===== src/rtl/micro_sequencer.sv =====
// ---------------------------------------------------------------------------
// micro_sequencer
// Walks a 16-word microroutine in an external control store. The routine
// base is {opcode, 4'h0}. Each word is fetched in two cycles (FETCH issues
// the read, DECODE consumes the returned word). The datapath may stall
// consumption in DECODE. A routine ends on a word with END (bit 0) set.
// Reaching the 16th word without END raises a sticky fault.
//
// Ports
//   clk        : system clock, rising edge
//   rst_n      : asynchronous active-low reset
//   start      : run request, sampled only while idle
//   opcode     : routine select (base address = {opcode, 4'h0})
//   stall      : datapath hold, blocks consumption of the current word
//   rom_en     : control store read enable (registered)
//   rom_addr   : control store read address (registered)
//   rom_data   : control store word, valid the cycle after the read edge
//   ctrl       : control field of the last consumed word (registered)
//   ctrl_valid : one-cycle pulse per consumed word
//   busy       : high whenever the sequencer is not idle
//   done       : one-cycle pulse when a routine ends on an END word
//   fault      : sticky, 16 words consumed without END; cleared on start
// ---------------------------------------------------------------------------
module micro_sequencer (
    input  logic        clk,
    input  logic        rst_n,
    input  logic        start,
    input  logic [3:0]  opcode,
    input  logic        stall,
    output logic        rom_en,
    output logic [7:0]  rom_addr,
    input  logic [15:0] rom_data,
    output logic [14:0] ctrl,
    output logic        ctrl_valid,
    output logic        busy,
    output logic        done,
    output logic        fault
);

    typedef enum logic [1:0] {
        S_IDLE   = 2'd0,
        S_FETCH  = 2'd1,
        S_DECODE = 2'd2
    } state_t;

    state_t      state_q;
    logic        rom_en_q;
    logic [7:0]  rom_addr_q;
    logic [14:0] ctrl_q;
    logic        ctrl_valid_q;
    logic        busy_q;
    logic        done_q;
    logic        fault_q;
    logic [3:0]  step_q;

    // Sequencer FSM with all outputs registered alongside the state.
    always_ff @(posedge clk or negedge rst_n) begin
        if (!rst_n) begin
            state_q      <= S_IDLE;
            rom_en_q     <= 1'b0;
            rom_addr_q   <= 8'h00;
            ctrl_q       <= 15'h0000;
            ctrl_valid_q <= 1'b0;
            busy_q       <= 1'b0;
            done_q       <= 1'b0;
            fault_q      <= 1'b0;
            step_q       <= 4'h0;
        end else begin
            // Pulse outputs drop unless a word is consumed this cycle.
            ctrl_valid_q <= 1'b0;
            done_q       <= 1'b0;
            case (state_q)
                S_IDLE: begin
                    if (start) begin
                        rom_addr_q <= {opcode, 4'h0};
                        rom_en_q   <= 1'b1;
                        step_q     <= 4'h0;
                        fault_q    <= 1'b0;
                        busy_q     <= 1'b1;
                        state_q    <= S_FETCH;
                    end else begin
                        rom_en_q   <= 1'b0;
                        busy_q     <= 1'b0;
                    end
                end
                S_FETCH: begin
                    // The store samples the read on this edge.
                    rom_en_q <= 1'b0;
                    busy_q   <= 1'b1;
                    state_q  <= S_DECODE;
                end
                S_DECODE: begin
                    if (stall) begin
                        // Hold address and step; the store keeps rom_data stable.
                        rom_en_q <= 1'b0;
                        busy_q   <= 1'b1;
                    end else begin
                        ctrl_q       <= rom_data[15:1];
                        ctrl_valid_q <= 1'b1;
                        if (rom_data[0]) begin
                            // END has priority, so END on the 16th word is a clean finish.
                            done_q   <= 1'b1;
                            rom_en_q <= 1'b0;
                            busy_q   <= 1'b0;
                            state_q  <= S_IDLE;
                        end else if (step_q == 4'hF) begin
                            fault_q  <= 1'b1;
                            rom_en_q <= 1'b0;
                            busy_q   <= 1'b0;
                            state_q  <= S_IDLE;
                        end else begin
                            // Only the low nibble advances so the routine never leaves its block.
                            rom_addr_q <= {rom_addr_q[7:4], rom_addr_q[3:0] + 4'h1};
                            step_q     <= step_q + 4'h1;
                            rom_en_q   <= 1'b1;
                            busy_q     <= 1'b1;
                            state_q    <= S_FETCH;
                        end
                    end
                end
                default: begin
                    rom_en_q <= 1'b0;
                    busy_q   <= 1'b0;
                    state_q  <= S_IDLE;
                end
            endcase
        end
    end

    assign rom_en     = rom_en_q;
    assign rom_addr   = rom_addr_q;
    assign ctrl       = ctrl_q;
    assign ctrl_valid = ctrl_valid_q;
    assign busy       = busy_q;
    assign done       = done_q;
    assign fault      = fault_q;

endmodule


===== config.mk =====
export PLATFORM = sky130hd
export DESIGN_NAME = micro_sequencer
export DESIGN_NICKNAME = d
export VERILOG_FILES = /design/src/rtl/micro_sequencer.sv
export SDC_FILE = /design/constraint.sdc
export NUM_CORES = 1
export LEC_CHECK = 0
export ABC_AREA = 1
export CORE_ASPECT_RATIO = 1.5
export CORE_MARGIN = 2
export CORE_UTILIZATION = 48
export CTS_CLUSTER_SIZE = 28
export DETAILED_ROUTE_END_ITERATION = 12
export HOLD_SLACK_MARGIN = 0.05
export PLACE_DENSITY = 0.93
export SKIP_LAST_GASP = 1
export SYNTH_ARGS = -nofsm -noshare
export SYNTH_HDL_FRONTEND = slang
export SYNTH_SLANG_ARGS = --single-unit

===== constraint.sdc =====
create_clock -name clk -period 2.8 [get_ports clk]
set_input_delay 0.84 -clock clk [delete_from_list [all_inputs] [get_ports clk]]
set_output_delay 0.84 -clock clk [all_outputs]
set_load 0.05 [all_outputs]

Word level (Yosys, flattened, before mapping):

Cells that the tools add are included.
W data, S select, Z words.

* register bits after elaboration: 34
* input bits: 24
* output and inout port bits: 28
* word-level logic and storage cells: 61

* add/sub/neg operators: 2
* equality and inequality tests: 8
* multiplexer cells: 32
* bitwise logic cells: 2
* reductions and logical operators: 7

Operator list (count)
* $mux W4: 7
* $mux W1: 16
* $pmux W8 S2: 1
* $ne A2 B2 Y1 const B: 5
* $reduce_and A5 Y1: 2
* $add A4 B1 Y4 const B: 2
* $mux W8: 1
* $pmux W4 S2: 1
* $pmux W2 S3: 1
* $eq A4 B4 Y1 const B: 1
* $mux W2: 2
* $pmux W1 S2: 2
* $reduce_and A2 Y1: 2
* $pmux W1 S3: 1
* $reduce_and A3 Y1: 1
* $eq A2 B1 Y1 const B: 1
* $eq A2 B2 Y1 const B: 1
* $logic_not A2 Y1: 1
* $not A1 Y1: 2
* $reduce_bool A2 Y1: 1

Longest topological paths before layout:

* word-level depth: 5
* depth in mapped cells: 8
* mapped depth without buffers: 8

Worst setup path after synthesis:

OpenSTA, ideal clock, no wires.

* path type: flip-flop to output port
* start point: register rom_addr_q[0], in the netlist rom_addr[0]
* end point: output rom_addr[0]
* arrival: 0.648 ns
* required time: 1.960 ns
* path slack: 1.312 ns
* stages on the path, launching flop included: 1
* buffers on the path: 0
* cell sequence: dfrtp_1

RTL lines
* start, declared: RTL line 48 `logic [7:0] rom_addr_q;`
* start signal, assigned: RTL line 75 `rom_addr_q <= {opcode, 4'h0};`
* start signal, assigned: RTL line 113 `rom_addr_q <= {rom_addr_q[7:4], rom_addr_q[3:0] + 4'h1};`
* end, declared: RTL line 31 `output logic [7:0] rom_addr,`

No word-level cell between the ends.

Worst setup path in the final report:

* start point: register rom_addr_q[0], in the netlist rom_addr[0]
* end point: output rom_addr[0]

No word-level cell between the ends.

==> flow_summary_export.csv <==
group,metric,value,unit
pwr,leakage,1.088,nW
floorplanning,io_pins,52,
timing,tightest_slew,531.6,ps
clocking,cts_tree,"yes",
finish,drive_gt1_frac,0.08850,
timing,fmax,0.4197,GHz
placement,numPortBuffers,51,
timing,finalMaxSlewViolations,0,
floorplanning,die_h,73.10,um
pwr,peakVddDrop,0.7101,mV
grt,grt_max_degree,35,
pwr,p_int,1.374,mW
grt,grt_pass1_wl,5.444,mm
synth,ys_seq_area_frac,0.5569,
synth,syn_nets,195,
synth,yosysWarnings,0,
timing,setup-tns-final,0,ps
min_path,worstHoldPathType,"flip-flop to flip-flop",
synth,syn_area,0.001528,mm2
floorplanning,core_area,0.003097,mm2
finish,finalNetCount,251,
floorplanning,die_w,50.07,um
route,postRouteAntennaNets,0,
run_status,outcome,"finished, final reports clean",
route,routedWlPerCell,11.67,um
critical_path,end_kind,"output pin",
placement,gp_congestion,0.7865,
timing,timing.final.crit_share,0.8509,
clocking,htree_levels,2,
route,drt_iter0_drc,25,
timing,period_minus_slack,2383,ps
finish,design_area,0.002168,mm2
critical_path,worst_ep_arrival_time,1540,ps
grt,grt_overflow_total,0,
clocking,postCtsSetupBuffers,0,
grt,grt_pass1_vias,1291,
synth,syn_avg_cell_area,9.040,um2
clocking,hold_buffers,0,
pwr,netSwitchingFraction,0.4762,
pwr,seqPwrFrac,0.309,
finish,area_growth,41.93,%
clocking,clk_latency,290,ps
pwr,switchingPower,1.249,mW
timing,hold_viol,0,
critical_path,path_max_fanout,5,
critical_path,startpoint_type,"flip-flop",
pwr,clkPwrFrac,0.160,
critical_path,critPathTopFamily,"buffers and inverters",
finish,diodes,0,
floorplanning,dieArea,0.003660,mm2
route,drc_errors,0,
pwr,combPwrFrac,0.531,
placement,dp_hpwl,2.322,mm
clocking,cts.clk_slew.worst_paths,70,ps
clocking,cts.path.max_buffers,2,
route,via_per_inst,4.868,
route,num_vias,1295,
grt,antenna_found_initial,0,
critical_path,crit_slowest_cell,"clkdlybuf4s50_1",
timing,skew,3.624,ps
floorplanning,rows,25,
timing,finalSetupViolations,0,
floorplanning,start_util,0.4933,
clocking,cts_sinks,34,
clocking,post_cts_resized,0,
critical_path,max_stage_delay,830,ps
critical_path,worst-path-buf-inv,1,
timing,max-slew-margin-rel,0.6445,
grt,grtUsageTotal,0.1990,
critical_path,crit_chain,"clkdlybuf4s50_1",
placement,dpl-instance-area,0.002058,mm2
synth,ys_seq_elements,34,
critical_path,critPathKind,"flip-flop to output pin",
critical_path,required,1960,ps
clocking,cts_root_buf,"clkbuf_8",
job,cap_violations,0,
clocking,cts_buffers,5,
synth,ys_types,19,
route,routed_wl,3.104,mm
timing,rsz0062_at_grt,"false",
synth,synthCells,169,
route,firstDrtPassIters,4,
pwr,power_density,1209,mW/mm2
## registers in the layout, indices dropped and copies added, names as in the netlist
register,flops
step_q,4
done,1
ctrl,15
fault,1
busy,1
state_q,2
rom_en,1
ctrl_valid,1
rom_addr,8
## power groups by stage
stage               combinational [mW]  clock (mW)  sequential, mW
floorplan                        0.371           0            1.39
global placement                  1.38           0           0.813
detailed placement                1.40           0           0.819
CTS                               1.41       0.427           0.812
global route                      1.48       0.454           0.834
finish                            1.39       0.419           0.811
## metrics by stage
stage	util	std cells	hold slack, ps	total power [mW]	setup slack, ps
2_1_floorplan	-	169	495.8	1.763	1312
3_3_place_gp	0.6646	258	452.9	2.188	695.6
3_5_place_dp	0.6646	258	458.0	2.223	665.0
4_1_cts	0.7002	266	473.6	2.645	409.2
5_1_grt	0.7002	266	500.3	2.772	377.2
6_report	0.7002	266	469.9	2.623	417.5
## Yosys cell counts
cell type	number	area share
nor2_4	2	0.015
nand3_1	16	0.052
buf_6	2	0.015
nand2_8	2	0.026
nor2_8	1	0.013
dfrtp_1	34	0.56
inv_1	7	0.017
inv_2	1	0.0025
inv_6	1	0.0057
nand2_2	2	0.0082
xnor2_1	2	0.011
nand4_1	4	0.016
nand2_1	80	0.20
nand2_4	1	0.0074
o21ai_0	2	0.0066
buf_8	1	0.0098
nor2_2	1	0.0041
ha_1	2	0.016
nor2_1	8	0.020
## worst paths after layout
path	start	endpoint	cells after the start	slack, ps
max in group asynchronous	rst_n	state_q[0]	2	1550
min reg2reg	ctrl[6]	ctrl[6]	2	470
min in group asynchronous	rst_n	ctrl[4]	2	940
max reg2reg	step_q[0]	step_q[0]	8	1420
max	rom_addr[0]	rom_addr[0]	1	420
min	ctrl[6]	ctrl[6]	2	470
## per-layer routing
layer | vias up | GRT usage | part of all wire
met5 | - | 0 | 0
met4 | 0 | 0.1049 | 0.028
met3 | 8 | 0.05328 | 0.037
met2 | 29 | 0.3509 | 0.55
met1 | 617 | 0.2138 | 0.39
li1 | 641 | - | -
## cells by family (layout without fill, tap and decap cells)
family,count (synthesis),count (layout),synth area share
AND/OR/NAND/NOR,117,117,0.3587
flip-flops,34,34,0.5569
buffers and inverters,12,69,0.04996
adder cells (fa/ha/maj),2,2,0.01638
AO/OA/AOI/OAI,2,2,0.006552
XOR/XNOR,2,2,0.01147
## placed cells by master (no fill, tap or decap), types with 4 or more instances in the layout
cell type        instances
clkbuf_8                 8
nand2_1                 80
nand4_1                  4
dfrtp_1                 34
nand3_1                 16
inv_1                    7
nor2_1                   8
clkdlybuf4s50_1         51
## layout make-up
type / count / area (um2)
inverter: 9 / 38.79
clock buffer: 8 / 110.1
multi-input combinational: 123 / 600.6
tap: 40 / 50.05
fill: 225 / 928.4
sequential: 34 / 850.8
timing repair buffer: 52 / 518.0
Note: power is estimated with default switching activity, not from simulation.
